$ cat src/rtl/ext_mem_bridge_if.sv
// Bus side of the CPU-to-external-memory bridge: one strobed transaction at a time.
interface ext_mem_bridge_if #(
  parameter int ADDR_W = 16,
  parameter int DATA_W = 16
);
  // Handshake: bus_re/bus_we plays "valid" and bus_ack plays "ready". A strobe
  // holds bus_addr/bus_wdata stable until bus_ack is sampled high at a rising
  // edge, which completes the transfer (bus_rdata is taken on that edge for
  // reads). bus_ack while no strobe is high is ignored. At most one strobe at a time.
  logic [ADDR_W-1:0] bus_addr;
  logic [DATA_W-1:0] bus_wdata;
  logic              bus_re;
  logic              bus_we;
  logic [DATA_W-1:0] bus_rdata;
  logic              bus_ack;

  modport master (
    output bus_addr, bus_wdata, bus_re, bus_we,
    input  bus_rdata, bus_ack
  );

  modport slave (
    input  bus_addr, bus_wdata, bus_re, bus_we,
    output bus_rdata, bus_ack
  );
endinterface

$ cat src/rtl/ext_mem_bridge.sv
// Bridge from the CPU data-memory port to a variable-latency bus: posted write
// buffer, ack-handshaked reads, pipeline stall and a sticky bus timeout.
module ext_mem_bridge #(
  parameter int DATA_W     = 16,
  parameter int ADDR_W     = 16,
  parameter int WBUF_DEPTH = 2,
  parameter int TIMEOUT    = 255
) (
  input  logic                        clk,
  input  logic                        rst_n,
  input  logic [ADDR_W-1:0]           cpu_addr,
  input  logic                        cpu_re,
  input  logic                        cpu_we,
  input  logic [DATA_W-1:0]           cpu_wdata,
  output logic [DATA_W-1:0]           cpu_rdata,
  output logic                        cpu_stall,
  ext_mem_bridge_if.master            bus,
  output logic                        err,
  output logic [ADDR_W-1:0]           err_addr,
  input  logic                        err_clr,
  output logic [1:0]                  dbg_state,
  output logic [$clog2(WBUF_DEPTH):0] dbg_count
);
  localparam int AW = $clog2(WBUF_DEPTH);
  localparam int CW = (TIMEOUT > 1) ? $clog2(TIMEOUT) : 1;
  localparam logic [CW-1:0] TO_LAST = CW'(TIMEOUT - 1);
  localparam logic [CW-1:0] CNT_ONE = CW'(1);
  localparam logic [AW:0]   PTR_ONE = (AW + 1)'(1);

  typedef enum logic [1:0] {
    ST_IDLE  = 2'd0,
    ST_WRITE = 2'd1,
    ST_READ  = 2'd2
  } state_t;

  state_t            state;
  logic [AW:0]       wptr;
  logic [AW:0]       rptr;
  logic [ADDR_W-1:0] fifo_addr [WBUF_DEPTH];
  logic [DATA_W-1:0] fifo_data [WBUF_DEPTH];
  logic [CW-1:0]     cnt;
  logic              rd_done;
  logic              full;
  logic              empty;
  logic              push;
  logic              pop;
  logic              busy;
  logic              timeout_hit;

  // Extra pointer MSB distinguishes full from empty when the low bits match.
  assign full        = (wptr[AW] != rptr[AW]) && (wptr[AW-1:0] == rptr[AW-1:0]);
  assign empty       = (wptr == rptr);
  assign push        = cpu_we && !cpu_re && !full;
  assign busy        = (state != ST_IDLE);
  assign timeout_hit = busy && !bus.bus_ack && (cnt == TO_LAST);
  assign pop         = (state == ST_WRITE) && (bus.bus_ack || timeout_hit);
  assign cpu_stall   = rst_n && ((cpu_re && !rd_done) || (cpu_we && !cpu_re && full));
  assign dbg_state   = state;
  assign dbg_count   = wptr - rptr;

  always_ff @(posedge clk) begin
    if (push) begin
      fifo_addr[wptr[AW-1:0]] <= cpu_addr;
      fifo_data[wptr[AW-1:0]] <= cpu_wdata;
    end
  end

  always_ff @(posedge clk or negedge rst_n) begin
    if (!rst_n) begin
      state         <= ST_IDLE;
      wptr          <= '0;
      rptr          <= '0;
      cnt           <= '0;
      rd_done       <= 1'b0;
      cpu_rdata     <= '0;
      bus.bus_addr  <= '0;
      bus.bus_wdata <= '0;
      bus.bus_re    <= 1'b0;
      bus.bus_we    <= 1'b0;
      err           <= 1'b0;
      err_addr      <= '0;
    end else begin
      rd_done <= 1'b0;
      if (push) wptr <= wptr + PTR_ONE;
      if (pop)  rptr <= rptr + PTR_ONE;

      case (state)
        ST_IDLE: begin
          cnt <= '0;
          // Buffered writes drain first so a later read sees their data.
          if (!empty) begin
            state         <= ST_WRITE;
            bus.bus_we    <= 1'b1;
            bus.bus_addr  <= fifo_addr[rptr[AW-1:0]];
            bus.bus_wdata <= fifo_data[rptr[AW-1:0]];
          end else if (cpu_re && !rd_done) begin
            state        <= ST_READ;
            bus.bus_re   <= 1'b1;
            bus.bus_addr <= cpu_addr;
          end
        end
        ST_WRITE, ST_READ: begin
          if (bus.bus_ack || timeout_hit) begin
            state      <= ST_IDLE;
            bus.bus_we <= 1'b0;
            bus.bus_re <= 1'b0;
            if (state == ST_READ) begin
              cpu_rdata <= bus.bus_ack ? bus.bus_rdata : '1;
              rd_done   <= 1'b1;
            end
          end else begin
            cnt <= cnt + CNT_ONE;
          end
        end
        default: begin
          state      <= ST_IDLE;
          bus.bus_we <= 1'b0;
          bus.bus_re <= 1'b0;
        end
      endcase

      // A clear wins over a timeout in the same cycle; that error is dropped.
      if (err_clr) begin
        err      <= 1'b0;
        err_addr <= '0;
      end else if (timeout_hit) begin
        err <= 1'b1;
        if (!err) err_addr <= bus.bus_addr;
      end
    end
  end
endmodule

$ cat src/flat_wrapper.sv
// flat-port wrapper written by rule: the top's interface ports become plain ports
module ext_mem_bridge_flat 
#(
  parameter int DATA_W     = 16,
  parameter int ADDR_W     = 16,
  parameter int WBUF_DEPTH = 2,
  parameter int TIMEOUT    = 255
)
  (clk, rst_n, cpu_addr, cpu_re, cpu_we, cpu_wdata, cpu_rdata, cpu_stall, err, err_addr, err_clr, dbg_state, dbg_count, bus_bus_addr, bus_bus_wdata, bus_bus_re, bus_bus_we, bus_bus_rdata, bus_bus_ack);
  ext_mem_bridge_if #(.ADDR_W(ADDR_W), .DATA_W(DATA_W)) bus_i ();
  input  logic clk;
  input  logic rst_n;
  input  logic [ADDR_W-1:0] cpu_addr;
  input  logic cpu_re;
  input  logic cpu_we;
  input  logic [DATA_W-1:0] cpu_wdata;
  output logic [DATA_W-1:0] cpu_rdata;
  output logic cpu_stall;
  output logic err;
  output logic [ADDR_W-1:0] err_addr;
  input  logic err_clr;
  output logic [1:0] dbg_state;
  output logic [$clog2(WBUF_DEPTH):0] dbg_count;
  output wire logic [$bits(bus_i.bus_addr)-1:0] bus_bus_addr;
  output wire logic [$bits(bus_i.bus_wdata)-1:0] bus_bus_wdata;
  output wire logic [$bits(bus_i.bus_re)-1:0] bus_bus_re;
  output wire logic [$bits(bus_i.bus_we)-1:0] bus_bus_we;
  input wire logic [$bits(bus_i.bus_rdata)-1:0] bus_bus_rdata;
  input wire logic [$bits(bus_i.bus_ack)-1:0] bus_bus_ack;
  assign bus_bus_addr = bus_i.bus_addr;
  assign bus_bus_wdata = bus_i.bus_wdata;
  assign bus_bus_re = bus_i.bus_re;
  assign bus_bus_we = bus_i.bus_we;
  assign bus_i.bus_rdata = bus_bus_rdata;
  assign bus_i.bus_ack = bus_bus_ack;
  ext_mem_bridge #(.DATA_W(DATA_W), .ADDR_W(ADDR_W), .WBUF_DEPTH(WBUF_DEPTH), .TIMEOUT(TIMEOUT)) u_core (.clk(clk), .rst_n(rst_n), .cpu_addr(cpu_addr), .cpu_re(cpu_re), .cpu_we(cpu_we), .cpu_wdata(cpu_wdata), .cpu_rdata(cpu_rdata), .cpu_stall(cpu_stall), .bus(bus_i), .err(err), .err_addr(err_addr), .err_clr(err_clr), .dbg_state(dbg_state), .dbg_count(dbg_count));
endmodule
$ cat config.mk
export PLATFORM = sky130hd
export DESIGN_NAME = ext_mem_bridge_flat
export DESIGN_NICKNAME = d
export VERILOG_FILES = /design/src/rtl/ext_mem_bridge_if.sv /design/src/rtl/ext_mem_bridge.sv /design/src/flat_wrapper.sv
export SDC_FILE = /design/constraint.sdc
export NUM_CORES = 1
export LEC_CHECK = 0
export ABC_AREA = 1
export CORE_UTILIZATION = 35
export CTS_CLUSTER_DIAMETER = 100
export DETAILED_ROUTE_END_ITERATION = 12
export PLACE_DENSITY = 0.62
export RECOVER_POWER = 50
export SLEW_MARGIN = 20
export SYNTH_ARGS = -nofsm -noshare
export SYNTH_HDL_FRONTEND = slang
export SYNTH_SLANG_ARGS = --single-unit
$ cat constraint.sdc
create_clock -name clk -period 3.1 [get_ports clk]
set_input_delay 0.465 -clock clk [delete_from_list [all_inputs] [get_ports clk]]
set_output_delay 0.465 -clock clk [all_outputs]
set_load 0.005 [all_outputs]
**Yosys cells after proc, flatten, opt, wreduce, memory -nomap -nowiden**

Memories as Yosys holds them, arrays and structs flattened. A register that Yosys moved wholly into a read port is not among the register bits.
Index checks and enable logic that the tools add are counted.

- Add/sub/neg operators: 4
- Equal/unequal tests: 14
- Mux-type cells: 25
- Bitwise operators: 1
- Reductions and logical operators: 29

Operators with widths:

| cell | number |
|---|---|
| $mux 16 | 6 |
| $pmux 8 s2 | 1 |
| $reduce_and 2->1 | 6 |
| $mux 1 | 11 |
| $logic_and 1x1->1 | 9 |
| $add 8x1->8 const B | 1 |
| $eq 8x8->1 const B | 1 |
| $mux 8 | 1 |
| $ne 2x2->1 const B | 4 |
| $mux 2 | 3 |
| $ne 2x1->1 const B | 3 |
| $reduce_and 3->1 | 2 |
| $reduce_bool 2->1 | 3 |
| $logic_not 1->1 | 5 |
| $add 2x1->2 const B | 2 |
| $pmux 1 s2 | 2 |
| $pmux 2 s2 | 1 |
| $ne 3x3->1 const B | 1 |
| $eq 2x1->1 const B | 1 |
| $eq 2x2->1 | 1 |
| $eq 2x2->1 const B | 1 |
| $logic_not 2->1 | 1 |
| $logic_or 1x1->1 | 2 |
| $reduce_or 2->1 | 1 |
| other kinds (4) | 4 |

- Flip-flop bits (word level): 66
- Memory bits (writable): 64
- Input port bits: 54
- Output and inout port bits: 72
- Logic and storage cells: 86
- Memories kept: 2

Memory list:

| memory | depth | width | read ports | clocked after memory_dff | write ports | RTL line | text |
|---|---|---|---|---|---|---|---|
| u_core.fifo_addr | 2 | 16 | 1 | 0 | 1 | ext_mem_bridge.sv:39 | `logic [ADDR_W-1:0] fifo_addr [WBUF_DEPTH];` |
| u_core.fifo_data | 2 | 16 | 1 | 1 | 1 | ext_mem_bridge.sv:40 | `logic [DATA_W-1:0] fifo_data [WBUF_DEPTH];` |

**Logic depth before layout (Yosys ltp)**

- Depth after elaboration: 6
- Depth in mapped cells: 10
- Mapped depth without buffers: 9

**Worst setup path before layout**

OpenSTA, ideal clock, no wires.

- Path kind: flip-flop to flip-flop
- From: register u_core.wptr[0]
- To: memory u_core.fifo_addr[1][0] (enable)
- Library setup time: 423 ps
- Data arrival time: 2396 ps
- Data required time: 2677 ps
- Slack: 281 ps
- Stages on the path, launching flop included: 6
- Path buffers: 0
- Clock period less this slack: 2819 ps
- Path through: dfrtp_1 > inv_1 > ha_1 > inv_1 > o21ai_0 > nor2_1

- Word-level cells in the longest chain between the ends: 6

RTL lines:

| what | RTL line | text |
|---|---|---|
| start: declaration | ext_mem_bridge.sv:37 | `logic [AW:0] wptr;` |
| start signal: assignment | ext_mem_bridge.sv:84 | `if (push) wptr <= wptr + PTR_ONE;` |
| $eq 1x1->1 | ext_mem_bridge.sv:51 | `assign full = (wptr[AW] != rptr[AW]) && (wptr[AW-1:0] == rptr[AW-1:0]);` |
| $logic_and 1x1->1 | ext_mem_bridge.sv:51 |  |
| $logic_not 1->1 | ext_mem_bridge.sv:53 | `assign push = cpu_we && !cpu_re && !full;` |
| $logic_and 1x1->1 | ext_mem_bridge.sv:53 |  |
| $mux 1 | ext_mem_bridge.sv:62 | `if (push) begin` |
| $mux 1 (implied by the code) | ext_mem_bridge.sv:63 | `fifo_addr[wptr[AW-1:0]] <= cpu_addr;` |
| end: declaration | ext_mem_bridge.sv:39 |  |

Several ways; a longest one is shown, not always the timed one.

**Final worst setup path**

- From: register u_core.wptr[0]
- To: output cpu_stall

- Word-level cells in the longest chain between the ends: 5

RTL lines:

| what | RTL line | text |
|---|---|---|
| $eq 1x1->1 | ext_mem_bridge.sv:51 |  |
| $logic_and 1x1->1 | ext_mem_bridge.sv:51 |  |
| $logic_and 1x1->1 | ext_mem_bridge.sv:57 | `assign cpu_stall = rst_n && ((cpu_re && !rd_done) \|\| (cpu_we && !cpu_re && full));` |
| $logic_or 1x1->1 | ext_mem_bridge.sv:57 |  |
| $logic_and 1x1->1 | ext_mem_bridge.sv:57 |  |
| end: declaration | flat_wrapper.sv:18 | `output logic cpu_stall;` |

Every way passes these cells.

==> results.cfg <==
[status]
outcome = finished, final reports clean

[yosys]
syn_nets = 673
yosysSeqAreaShare_pct = 65.6
syn_inst = 612
synth_area_mm2 = 0.00605
ys_warn_count = 0
ys_types = 28
avgSynthCellArea_um2 = 9.89
synth_seq_cells = 146

[route]
num_vias = 4436
routed_wl_um = 13600
first_iter_violations = 248
wire_per_inst_um = 13.9
dr.pass1.iters = 6
drc = 0
ant_nets = 0
viasPerCell = 4.55

[cts]
cts_buffers = 17
cts_tree = built
clkLatencyLatePin_ps = 420
cts_resized = 0
clockRootBuffer = clkbuf_16
post-cts-setup-buffers = 0
cts_buffer_depth = 2
htreeDepth = 4
clock-sinks = 146
ctsHoldBuffers = 0
clk_pin_slew_ps = 60

[layout]
area_delta_synth_final_pct = 33.8
fillers = 1558
diodes = 0
nNetsFinal = 803
drive_gt1_share_pct = 7.15
layout_common_cells = nand2_1 (264), dfrtp_1 (82), dlygate4sd3_1 (65), edfxtp_1 (64)
design_area_mm2 = 0.00810
final_common_cell = nand2_1
final_util_pct = 48.3

[timing]
finalSetupTns_ps = 0
min_period_ps = 2630
rsz0062_at_grt = false
max_slew_margin_pct = 24.0
timing.final.ws_setup_ps = 469
slew_viol_final = 0
post-route-period-util_pct = 84.9
fin_skew_ps = 10.4
fin_hold_ws_ps = 291
final-setup-viol-count = 0
finalHoldViolCount = 0
worstMarginPinSlew_ps = 1140
fmax_ghz = 0.380

[critical_path]
r2r-start = u_core.wptr[0]
reg2reg_depth = 6
critPathRequiredTime_ps = 2630
path_delay_family = buffers and inverters
path_depth = 5
slowest_delay_ps = 560
ff2ff_setup_slack_ps = 840
critical_path_peak_fanout = 4
endpoint_kind = output pin
crit-reg2reg-capture = u_core.fifo_addr[1][5]
cp_slowest_cell = clkdlybuf4s50_1
path_buf_inv = 2
cp-start-kind = flop
criticalPathCategory = flop to output pin
crit_arrival_ps = 2170
cp_cell_sequence = inv_1 > ha_1 > nand3_1 > a21boi_0 > clkdlybuf4s50_1

[place]
io_buffers = 125
dpl.hpwl_um = 9290
gp_congestion = 0.763
dpl_worst_slack_ps = 589
placed_area_mm2 = 0.00751

[worst_hold_path]
hold_class = input port to asynchronous set/reset pin

[global_routing]
grt_usage_pct = 16.5
grt_pass1_vias = 4550
grt_max_degree = 45
grt-ovfl-total = 0
antenna_found_initial = 1
grt_first_pass_wirelength_um = 22400

[floorplan]
rows = 47
core_mm2 = 0.0168
dieWidth_um = 134
initial_core_util_pct = 36.1
die-area_mm2 = 0.0178
die_h_um = 134
io_pins = 126

[pwr]
p_comb_share_pct = 36.7
peakVddDrop_uv = 414
seq_power_share_pct = 37.0
power.internal_mw = 5.02
pwr-share-clk_pct = 26.3
p_per_area_mw_per_mm2 = 950
total_leakage_power_nw = 3.72
switching_share_pct = 34.8
p_switching_mw = 2.68

[flow_run]
cap_violations = 0
[metrics by stage]
stage               instances  power, mW
floorplan                 612       4.56
global placement          943       5.72
detailed placement        943       5.83
CTS                       975       7.89
global route              975       8.27
finish                    975       7.70
[final cells by class]
type	count	area, um2	area share [%]
clock inverters	5	35.0	0.432
repair buffers	132	1290	16.0
inverters	39	146	1.81
flip-flops and latches	146	3970	49.1
well taps	220	275	3.40
multi-input cells	406	1800	22.2
clock buffers	27	576	7.10
[power by group through the flow]
stage	Combinational [mW]	Clock, mW	Sequential (mW)
final	2.82	2.02	2.85
after floorplan	1.69	0	2.86
after detailed placement	2.94	0	2.89
after CTS	2.95	2.07	2.86
after global routing	3.20	2.16	2.91
after global placement	2.84	0	2.88
[layer usage]
layer	wire [um]	vias up	track usage, %	share of wire, %
met2	6780	112	27.7	50
met3	629	16	4.30	4.6
met1	5970	2090	19.8	44
met5	8	-	0	0.059
li1	-	2216	-	-
met4	197	2	7.20	1.4
[Yosys cell counts, drive strengths merged]
| library cell | number | share of area, % |
|---|---|---|
| nand2 | 269 | 17 |
| xor2 | 2 | 0.29 |
| a21boi | 1 | 0.12 |
| a21oi | 18 | 1.5 |
| nand3 | 19 | 1.9 |
| clkbuf | 4 | 0.25 |
| xnor2 | 3 | 0.43 |
| dfrtp | 82 | 34 |
| o21bai | 1 | 0.12 |
| nor2 | 64 | 4.2 |
| ha | 7 | 1.4 |
| o21ai | 4 | 0.33 |
| inv | 39 | 2.4 |
| nor3 | 1 | 0.27 |
| o31ai | 16 | 2.0 |
| buf | 17 | 1.9 |
| edfxtp | 64 | 32 |
| nand3b | 1 | 0.12 |
[worst reg2reg max path, stage by stage (launching register included)]
cell and delay (ps):
dfrtp_1 380, inv_1 130, ha_1 350, inv_1 60, o21ai_0 690, nor2_4 30
buf_4 300
[registers in the layout, indices dropped and copies added, names as in the netlist]
| name | flops |
|---|---|
| u_core.cpu_rdata | 16 |
| u_core.cnt | 8 |
| u_core.fifo_data | 32 |
| u_core.rptr | 2 |
| u_core.bus.bus_we | 1 |
| u_core.err | 1 |
| u_core.fifo_addr | 32 |
| u_core.err_addr | 16 |
| u_core.bus.bus_re | 1 |
| u_core.dbg_state | 2 |
| u_core.wptr | 2 |
| u_core.bus.bus_addr | 16 |
| u_core.rd_done | 1 |
| u_core.bus.bus_wdata | 16 |
[cell families after synthesis]
| kind of cell | Yosys count | synth area share, % |
|---|---|---|
| AND/OR/NAND/NOR | 354 | 23.6 |
| flip-flops | 146 | 65.6 |
| buffers and inverters | 60 | 4.59 |
| AO/OA/AOI/OAI | 40 | 4.05 |
| adder cells (fa/ha/maj) | 7 | 1.45 |
| XOR/XNOR | 5 | 0.723 |
[worst max path at each step]
stage | slack (ps) | endpoint | startpoint
floorplan | 280 | u_core.fifo_addr[1][0] | u_core.wptr[0]
global placement | 630 | cpu_stall | cpu_we
detailed placement | 590 | cpu_stall | cpu_we
CTS | 400 | cpu_stall | u_core.wptr[0]
global route | 370 | cpu_stall | u_core.wptr[0]
finish | 470 | cpu_stall | u_core.wptr[0]
Power figures use the tool's default switching activity.
